## config.mk

```make
export PLATFORM = sky130hd
export DESIGN_NAME = mem_port_arbiter_flat
export DESIGN_NICKNAME = d
export VERILOG_FILES = /design/src/rtl/mem_port_arbiter_if.sv /design/src/rtl/mem_port_arbiter.sv /design/src/flat_wrapper.sv
export SDC_FILE = /design/constraint.sdc
export NUM_CORES = 1
export LEC_CHECK = 0
export ABC_AREA = 1
export BUFFER_PORTS_ARGS = -buffer_cell sky130_fd_sc_hd__buf_4
export CAP_MARGIN = 10
export CORE_UTILIZATION = 36
export CTS_BUF_LIST = sky130_fd_sc_hd__clkbuf_4 sky130_fd_sc_hd__clkbuf_8
export CTS_CLUSTER_SIZE = 28
export DETAILED_ROUTE_END_ITERATION = 10
export PLACE_DENSITY = 0.93
export SYNTH_ARGS = -nofsm -noshare
export SYNTH_HDL_FRONTEND = slang
export SYNTH_SLANG_ARGS = --single-unit
```

## constraint.sdc

```tcl
create_clock -name clk_i -period 2.3 [get_ports clk_i]
set_input_delay 0.46 -clock clk_i [delete_from_list [all_inputs] [get_ports clk_i]]
set_output_delay 0.46 -clock clk_i [all_outputs]
set_load 0.005 [all_outputs]
```

## src/rtl/mem_port_arbiter_if.sv

```systemverilog
// Access-width type and the bundled programmer/core/memory signals of mem_port_arbiter.
// The memory byte-address width ADDR_W is set on the interface instance.

package mem_port_arbiter_pkg;
    typedef enum logic [1:0] {
        BYTE = 2'd0,
        HALF = 2'd1,
        WORD = 2'd2
    } mem_width_t;
endpackage

interface mem_port_arbiter_if #(
    parameter int ADDR_W = 10
);
    import mem_port_arbiter_pkg::*;

    logic              prog_valid_i;
    logic              prog_ready_o;
    logic [ADDR_W-1:0] prog_addr_i;
    logic [7:0]        prog_data_i;

    logic              core_req_i;
    logic              core_gnt_o;
    logic              core_we_i;
    mem_width_t        core_width_i;
    logic [ADDR_W-1:0] core_addr_i;
    logic [31:0]       core_wdata_i;
    logic              core_rvalid_o;
    logic [31:0]       core_rdata_o;

    logic [ADDR_W-1:0] mem_addr_o;
    mem_width_t        mem_width_o;
    logic              mem_we_o;
    logic [31:0]       mem_wdata_o;
    logic [31:0]       mem_rdata_i;

    logic              prog_active_o;

    // Arbiter side.
    modport slave (
        input  prog_valid_i, prog_addr_i, prog_data_i,
        input  core_req_i, core_we_i, core_width_i, core_addr_i, core_wdata_i,
        input  mem_rdata_i,
        output prog_ready_o, core_gnt_o, core_rvalid_o, core_rdata_o,
        output mem_addr_o, mem_width_o, mem_we_o, mem_wdata_o, prog_active_o
    );

    // Requester / memory side.
    modport master (
        output prog_valid_i, prog_addr_i, prog_data_i,
        output core_req_i, core_we_i, core_width_i, core_addr_i, core_wdata_i,
        output mem_rdata_i,
        input  prog_ready_o, core_gnt_o, core_rvalid_o, core_rdata_o,
        input  mem_addr_o, mem_width_o, mem_we_o, mem_wdata_o, prog_active_o
    );
endinterface

```

## src/rtl/mem_port_arbiter.sv

```systemverilog
// Shares the single memory port between the JTAG byte programmer and the core requester.
// Define MEM_ARB_RR_EN to alternate idle-state conflicts instead of always favouring the programmer.

module mem_port_arbiter
    import mem_port_arbiter_pkg::*;
#(
    parameter int RD_LAT    = 1,
    parameter int PROG_HOLD = 8,
    parameter int MAX_BURST = 16
) (
    input  logic              clk_i,
    input  logic              rst_i,
    mem_port_arbiter_if.slave bus
);

    typedef enum logic [1:0] {
        ST_IDLE  = 2'd0,
        ST_PROG  = 2'd1,
        ST_YIELD = 2'd2
    } state_t;

    localparam int HOLD_W  = $clog2(PROG_HOLD + 1);
    localparam int BURST_W = $clog2(MAX_BURST + 1);

    localparam logic [HOLD_W-1:0]  HOLD_LOAD = HOLD_W'(PROG_HOLD);
    localparam logic [HOLD_W-1:0]  HOLD_ONE  = HOLD_W'(1);
    localparam logic [BURST_W-1:0] BURST_MAX = BURST_W'(MAX_BURST);
    localparam logic [BURST_W-1:0] BURST_ONE = BURST_W'(1);

    state_t             state_q, state_d;
    logic [HOLD_W-1:0]  hold_cnt_q, hold_cnt_d;
    logic [BURST_W-1:0] burst_cnt_q, burst_cnt_d;
    logic [RD_LAT-1:0]  rd_pipe_q, rd_pipe_d;

    logic prog_gnt;
    logic core_gnt;
    logic yield_req;
    logic rr_core_first;
    logic rd_issue;

    assign yield_req = (burst_cnt_q == BURST_MAX) && bus.core_req_i;
    assign rd_issue  = core_gnt & ~bus.core_we_i;

`ifdef MEM_ARB_RR_EN
    logic last_prog_q, last_prog_d;

    assign rr_core_first = bus.core_req_i & last_prog_q;

    always_comb begin
        last_prog_d = last_prog_q;
        if (prog_gnt) begin
            last_prog_d = 1'b1;
        end else if (core_gnt) begin
            last_prog_d = 1'b0;
        end
    end

    always_ff @(posedge clk_i or posedge rst_i) begin
        if (rst_i) begin
            last_prog_q <= 1'b0;
        end else begin
            last_prog_q <= last_prog_d;
        end
    end
`else
    assign rr_core_first = 1'b0;
`endif

    // Read-valid shift register: the read address is already at the memory, so only the flag travels.
    for (genvar gi = 0; gi < RD_LAT; gi++) begin : g_rd_pipe
        if (gi == 0) begin : g_head
            assign rd_pipe_d[gi] = rd_issue;
        end else begin : g_tail
            assign rd_pipe_d[gi] = rd_pipe_q[gi-1];
        end
    end

    always_ff @(posedge clk_i or posedge rst_i) begin
        if (rst_i) begin
            state_q     <= ST_IDLE;
            hold_cnt_q  <= '0;
            burst_cnt_q <= '0;
            rd_pipe_q   <= '0;
        end else begin
            state_q     <= state_d;
            hold_cnt_q  <= hold_cnt_d;
            burst_cnt_q <= burst_cnt_d;
            rd_pipe_q   <= rd_pipe_d;
        end
    end

    always_comb begin
        state_d     = state_q;
        hold_cnt_d  = hold_cnt_q;
        burst_cnt_d = burst_cnt_q;
        unique case (state_q)
            ST_IDLE: begin
                if (prog_gnt) begin
                    state_d     = ST_PROG;
                    hold_cnt_d  = HOLD_LOAD;
                    burst_cnt_d = BURST_ONE;
                end
            end
            ST_PROG: begin
                if (yield_req) begin
                    state_d = ST_YIELD;
                end else if (prog_gnt) begin
                    hold_cnt_d = HOLD_LOAD;
                    if (burst_cnt_q != BURST_MAX) begin
                        burst_cnt_d = burst_cnt_q + BURST_ONE;
                    end
                end else if (hold_cnt_q <= HOLD_ONE) begin
                    hold_cnt_d = '0;
                    state_d    = ST_IDLE;
                end else begin
                    hold_cnt_d = hold_cnt_q - HOLD_ONE;
                end
            end
            ST_YIELD: begin
                state_d     = ST_PROG;
                hold_cnt_d  = HOLD_LOAD;
                burst_cnt_d = '0;
            end
            default: begin
                state_d = ST_IDLE;
            end
        endcase
    end

    always_comb begin
        prog_gnt = 1'b0;
        core_gnt = 1'b0;
        unique case (state_q)
            ST_IDLE: begin
                if (bus.prog_valid_i && !rr_core_first) begin
                    prog_gnt = 1'b1;
                end else if (bus.core_req_i) begin
                    core_gnt = 1'b1;
                end
            end
            ST_PROG:  prog_gnt = bus.prog_valid_i & ~yield_req;
            ST_YIELD: core_gnt = bus.core_req_i;
            default:  ;
        endcase
        // Reset is asynchronous, so the grants must drop combinationally too.
        if (rst_i) begin
            prog_gnt = 1'b0;
            core_gnt = 1'b0;
        end

        bus.prog_ready_o  = prog_gnt;
        bus.core_gnt_o    = core_gnt;
        bus.mem_we_o      = prog_gnt | (core_gnt & bus.core_we_i);
        bus.mem_addr_o    = prog_gnt ? bus.prog_addr_i : bus.core_addr_i;
        bus.mem_width_o   = (prog_gnt || rst_i) ? BYTE : bus.core_width_i;
        bus.mem_wdata_o   = rst_i    ? 32'd0 :
                            prog_gnt ? {24'd0, bus.prog_data_i} : bus.core_wdata_i;
        bus.prog_active_o = (state_q != ST_IDLE);
        bus.core_rvalid_o = rd_pipe_q[RD_LAT-1];
        bus.core_rdata_o  = rd_pipe_q[RD_LAT-1] ? bus.mem_rdata_i : 32'd0;
    end

endmodule

```

## src/flat_wrapper.sv

```systemverilog
// flat-port wrapper written by rule: the top's interface ports become plain ports
module mem_port_arbiter_flat import mem_port_arbiter_pkg::*;
#(
    parameter int RD_LAT    = 1,
    parameter int PROG_HOLD = 8,
    parameter int MAX_BURST = 16
)
  (clk_i, rst_i, bus_prog_valid_i, bus_prog_addr_i, bus_prog_data_i, bus_core_req_i, bus_core_we_i, bus_core_width_i, bus_core_addr_i, bus_core_wdata_i, bus_mem_rdata_i, bus_prog_ready_o, bus_core_gnt_o, bus_core_rvalid_o, bus_core_rdata_o, bus_mem_addr_o, bus_mem_width_o, bus_mem_we_o, bus_mem_wdata_o, bus_prog_active_o);
  mem_port_arbiter_if #(.ADDR_W((10))) bus_i ();
  input  logic clk_i;
  input  logic rst_i;
  input wire logic [$bits(bus_i.prog_valid_i)-1:0] bus_prog_valid_i;
  input wire logic [$bits(bus_i.prog_addr_i)-1:0] bus_prog_addr_i;
  input wire logic [$bits(bus_i.prog_data_i)-1:0] bus_prog_data_i;
  input wire logic [$bits(bus_i.core_req_i)-1:0] bus_core_req_i;
  input wire logic [$bits(bus_i.core_we_i)-1:0] bus_core_we_i;
  input wire logic [$bits(bus_i.core_width_i)-1:0] bus_core_width_i;
  input wire logic [$bits(bus_i.core_addr_i)-1:0] bus_core_addr_i;
  input wire logic [$bits(bus_i.core_wdata_i)-1:0] bus_core_wdata_i;
  input wire logic [$bits(bus_i.mem_rdata_i)-1:0] bus_mem_rdata_i;
  output wire logic [$bits(bus_i.prog_ready_o)-1:0] bus_prog_ready_o;
  output wire logic [$bits(bus_i.core_gnt_o)-1:0] bus_core_gnt_o;
  output wire logic [$bits(bus_i.core_rvalid_o)-1:0] bus_core_rvalid_o;
  output wire logic [$bits(bus_i.core_rdata_o)-1:0] bus_core_rdata_o;
  output wire logic [$bits(bus_i.mem_addr_o)-1:0] bus_mem_addr_o;
  output wire logic [$bits(bus_i.mem_width_o)-1:0] bus_mem_width_o;
  output wire logic [$bits(bus_i.mem_we_o)-1:0] bus_mem_we_o;
  output wire logic [$bits(bus_i.mem_wdata_o)-1:0] bus_mem_wdata_o;
  output wire logic [$bits(bus_i.prog_active_o)-1:0] bus_prog_active_o;
  assign bus_i.prog_valid_i = bus_prog_valid_i;
  assign bus_i.prog_addr_i = bus_prog_addr_i;
  assign bus_i.prog_data_i = bus_prog_data_i;
  assign bus_i.core_req_i = bus_core_req_i;
  assign bus_i.core_we_i = bus_core_we_i;
  assign bus_i.core_width_i = bus_core_width_i;
  assign bus_i.core_addr_i = bus_core_addr_i;
  assign bus_i.core_wdata_i = bus_core_wdata_i;
  assign bus_i.mem_rdata_i = bus_mem_rdata_i;
  assign bus_prog_ready_o = bus_i.prog_ready_o;
  assign bus_core_gnt_o = bus_i.core_gnt_o;
  assign bus_core_rvalid_o = bus_i.core_rvalid_o;
  assign bus_core_rdata_o = bus_i.core_rdata_o;
  assign bus_mem_addr_o = bus_i.mem_addr_o;
  assign bus_mem_width_o = bus_i.mem_width_o;
  assign bus_mem_we_o = bus_i.mem_we_o;
  assign bus_mem_wdata_o = bus_i.mem_wdata_o;
  assign bus_prog_active_o = bus_i.prog_active_o;
  mem_port_arbiter #(.RD_LAT(RD_LAT), .PROG_HOLD(PROG_HOLD), .MAX_BURST(MAX_BURST)) u_core (.clk_i(clk_i), .rst_i(rst_i), .bus(bus_i));
endmodule
```

==> key figures <==
Status
  • Status: finished, final reports clean

Pwr
  • Tot Pwr: 1.79 mW
  • PD cells: 563 mW/mm^2
  • Pleak: 2.18 nW
  • Max VDD drop: 0.315 mV

Synthesis
  • Compound-Gate Fraction of Synth Area: 6.16%
  • Post-Synth Adder-Cell Area: 6.93%
  • Largest family of logic cells by synthesized area: simple AND/OR/NAND/NOR gates
  • Cell Area, Synth: 0.00163 sq mm
  • Post-Synth Simple-Gate Area: 44.0%
  • Mux cell area share after synthesis: 0%
  • Post-synthesis cell type count: 28
  • Synth warnings: 0
  • Syn_nets: 412
  • Yosys top cell by area: nand2_1
  • Post-synthesis register bit count: 12
  • Xor and xnor fraction of the mapped netlist area: 1.08%
  • Synth top area share: 24.0%
  • Register area share after synthesis: 18.5%
  • Synth Instances: 304
  • Avg Cell Area, Syn: 5.35 sq um
  • Ranking of synthesized cells by area: nand2_1 (24%), inv_1 (20%), dfrtp_1 (18%), nor2_1 (8.3%), ha_1 (6.9%)

Layout
  • Layout cell share with drive strength beyond 1: 42.9%
  • Area of the multi-input gates: 968 sq um
  • Final #Nets: 594
  • Area growth from synthesis to layout: 95.1%
  • Fill cell count: 337
  • # diodes: 0
  • Sequential Area: 302 sq um

Setup path
  • Max incr delay on CP: 400 ps
  • CP required: 1840 ps
  • Startpoint Class: flop
  • Crit Path Category: reg2out
  • Slowest-stage cell, CP: dfrtp_1
  • CP arrival: 1770 ps
  • CP cell instances: inv_2 > ha_1 > nand2_1 > inv_2 > nand3_4 > nand3_4 > nand2_4 > nand2_8 > buf_12 > nand2_1 > nand2_1 > buf_4
  • Crit-path max FO: 12
  • Crit end category: output pin
  • Most used cell, CP: nand2_1
  • R2R Setup Slk: 610 ps

Floorplanning
  • Core Area: 0.00435 sq mm
  • Initial Util: 37.3%
  • I/O pin count: 180
  • Die ar.: 0.00479 sq mm
  • Die Wd: 69.2 um
  • Rows: 24
  • Die Ht: 69.2 um

Global route
  • Pin count of the biggest net entering global routing: 35
  • Vias in the first global route: 2256
  • GRT Total Usage: 26.1%
  • Grt ovf: 0
  • Initial antenna violation count: 0
  • First-pass GRT wire length: 10400 um

Detailed routing
  • Via count: 2381
  • Total wire length: 6610 um
  • Final ANT Viol Nets: 0
  • Pre-Repair DR Iteration Count: 4
  • Wire per inst: 12.3 um
  • Drt via density: 4.43
  • Iteration-0 DRC count of the detailed router: 108
  • DRC Markers: 0

STA
  • Clk_skew: 5.45 ps
  • Worst slew pin tran: 347 ps
  • RSZ-0062 raised after global routing: yes
  • Final setup vio count: 0
  • Final Critical Period: 2230 ps
  • Tcrit/Tclk final: 96.9%
  • Final Max Tran Viols: 0
  • Setup TNS: 0 ps
  • Hold violation count in the final report: 0
  • Slew Limit Headroom: 76.9%
  • Fmax: 0.449 GHz

Place
  • HPWL after detailed placement: 5210 um
  • Placer Congestion: 0.865
  • IO Port Bufs: 179

Clocking
  • H-tree levels: 1
  • Clock buffer depth: 2
  • CTS Buf Count: 3
  • Worst-Skew Late Latency: 240 ps
  • Clock Sinks: 12
  • Clock transition at path regs: 60 ps
  • Clk root buf: clkbuf_8
  • CTS tree: done

Job
  • # Max-Cap Violations: 0

Worst hold path
  • Worst hold path type: in2reg
-- Yosys cell counts --
master / number
nand2_1: 104
inv_1: 85
nor2_1: 36
nand3_1: 14
dfrtp_1: 12
ha_1: 9
o21ai_0: 6
buf_2: 5
a21oi_1: 4
o21ai_1: 4
clkbuf_1: 3
inv_2: 2
nand2_2: 2
nand2_4: 2
nand3_4: 2
o21a_1: 2
a31oi_1: 1
buf_6: 1
inv_4: 1
nand3_2: 1
nand3b_1: 1
nand4_1: 1
nor2_2: 1
nor2_4: 1
nor3b_1: 1
o21ai_2: 1
xnor2_1: 1
xor2_1: 1
-- placed cells by master (no fill, tap or decap), types with 2 or more instances in the layout --
| cell type | n |
|---|---|
| o21ai_0 | 4 |
| nor2_1 | 36 |
| buf_4 | 183 |
| nand2_2 | 3 |
| o21a_1 | 2 |
| nand3_1 | 14 |
| o21ai_1 | 6 |
| buf_12 | 2 |
| nand3_4 | 3 |
| clkbuf_8 | 4 |
| a21oi_1 | 4 |
| inv_1 | 83 |
| dfrtp_1 | 11 |
| ha_1 | 9 |
| inv_2 | 4 |
| nand2_1 | 103 |
-- layer usage --
layer | track usage (%) | part of all wire [%] | vias up
met5 | 0 | 0 | -
met4 | 8.62 | 2.4 | 0
met3 | 5.09 | 5.5 | 16
met2 | 46.3 | 51 | 85
met1 | 31.5 | 41 | 1056
li1 | - | - | 1224
-- layout make-up --
| type | count | share of cell area (%) |
|---|---|---|
| timing repair buffer | 186 | 45.4 |
| multi-input combinational | 195 | 30.5 |
| sequential | 12 | 9.51 |
| inverter | 88 | 10.8 |
| clock buffer | 4 | 1.74 |
| tap | 52 | 2.05 |
-- metrics by stage --
step | hold WS [ps] | worst slack [ps] | util, % | cells | area [sq um]
final | 368 | 71.9 | 72.8 | 537 | 3170
after global placement | 464 | 274 | 69.3 | 530 | 3020
after global routing | 375 | -23.0 | 72.8 | 537 | 3170
after floorplan | 302 | 481 | - | 304 | 1630
after detailed placement | 477 | 225 | 69.3 | 530 | 3020
after CTS | 348 | 3.90 | 70.7 | 534 | 3080
-- critical path: cells and delay by family (launching register included) --
| kind | cells | cell delay, ps |
|---|---|---|
| buffers and inverters | 4 | 390 |
| and+or+nand+nor | 7 | 560 |
| adders and majority gates | 1 | 180 |
| DFF | 1 | 400 |
-- sequential cells by signal (all words and copies together), names as in the netlist --
register / flops
u_core.hold_cnt_q: 4
u_core.bus.core_rvalid_o: 1
u_core.state_q: 2
u_core.burst_cnt_q: 5
-- power breakdown --
part / internal, mW / total, mW / switching, mW / leakage (nW)
Clock: 0.151 / 0.235 / 0.0836 / 0.0288
Sequential: 0.265 / 0.316 / 0.0511 / 0.156
Combinational: 0.585 / 1.24 / 0.651 / 1.99
-- what timing repair did --
item | in CTS | in global routing
gates resized for setup | 3 | 12
pin swaps | 0 | 2
cloned | 0 | 1
hold buffers | 0 | 0
setup buffers | 0 | 2
endpoints found under the setup margin | 11 | 35
-- kinds of logic after synthesis --
logic type / after synthesis
AND/OR/NAND/NOR: 166
XOR/XNOR: 2
flip-flops: 12
adder cells (fa/ha/maj): 9
buffers and inverters: 97
AO/OA/AOI/OAI: 18
-- worst paths after layout --
| check | from | cells past startpoint | end |
|---|---|---|---|
| worst min register to register | u_core.hold_cnt_q[1] | 2 | u_core.hold_cnt_q[1] |
| worst max register to register | u_core.state_q[0] | 9 | u_core.hold_cnt_q[0] |
| min in group asynchronous | rst_i | 3 | u_core.burst_cnt_q[0] |
| worst max-delay path | u_core.burst_cnt_q[0] | 12 | bus_mem_addr_o[5] |
| worst min-delay path | bus_core_we_i | 2 | u_core.bus.core_rvalid_o |
| max in group asynchronous | rst_i | 3 | u_core.state_q[0] |
Note: power is estimated with default switching activity, not from simulation.
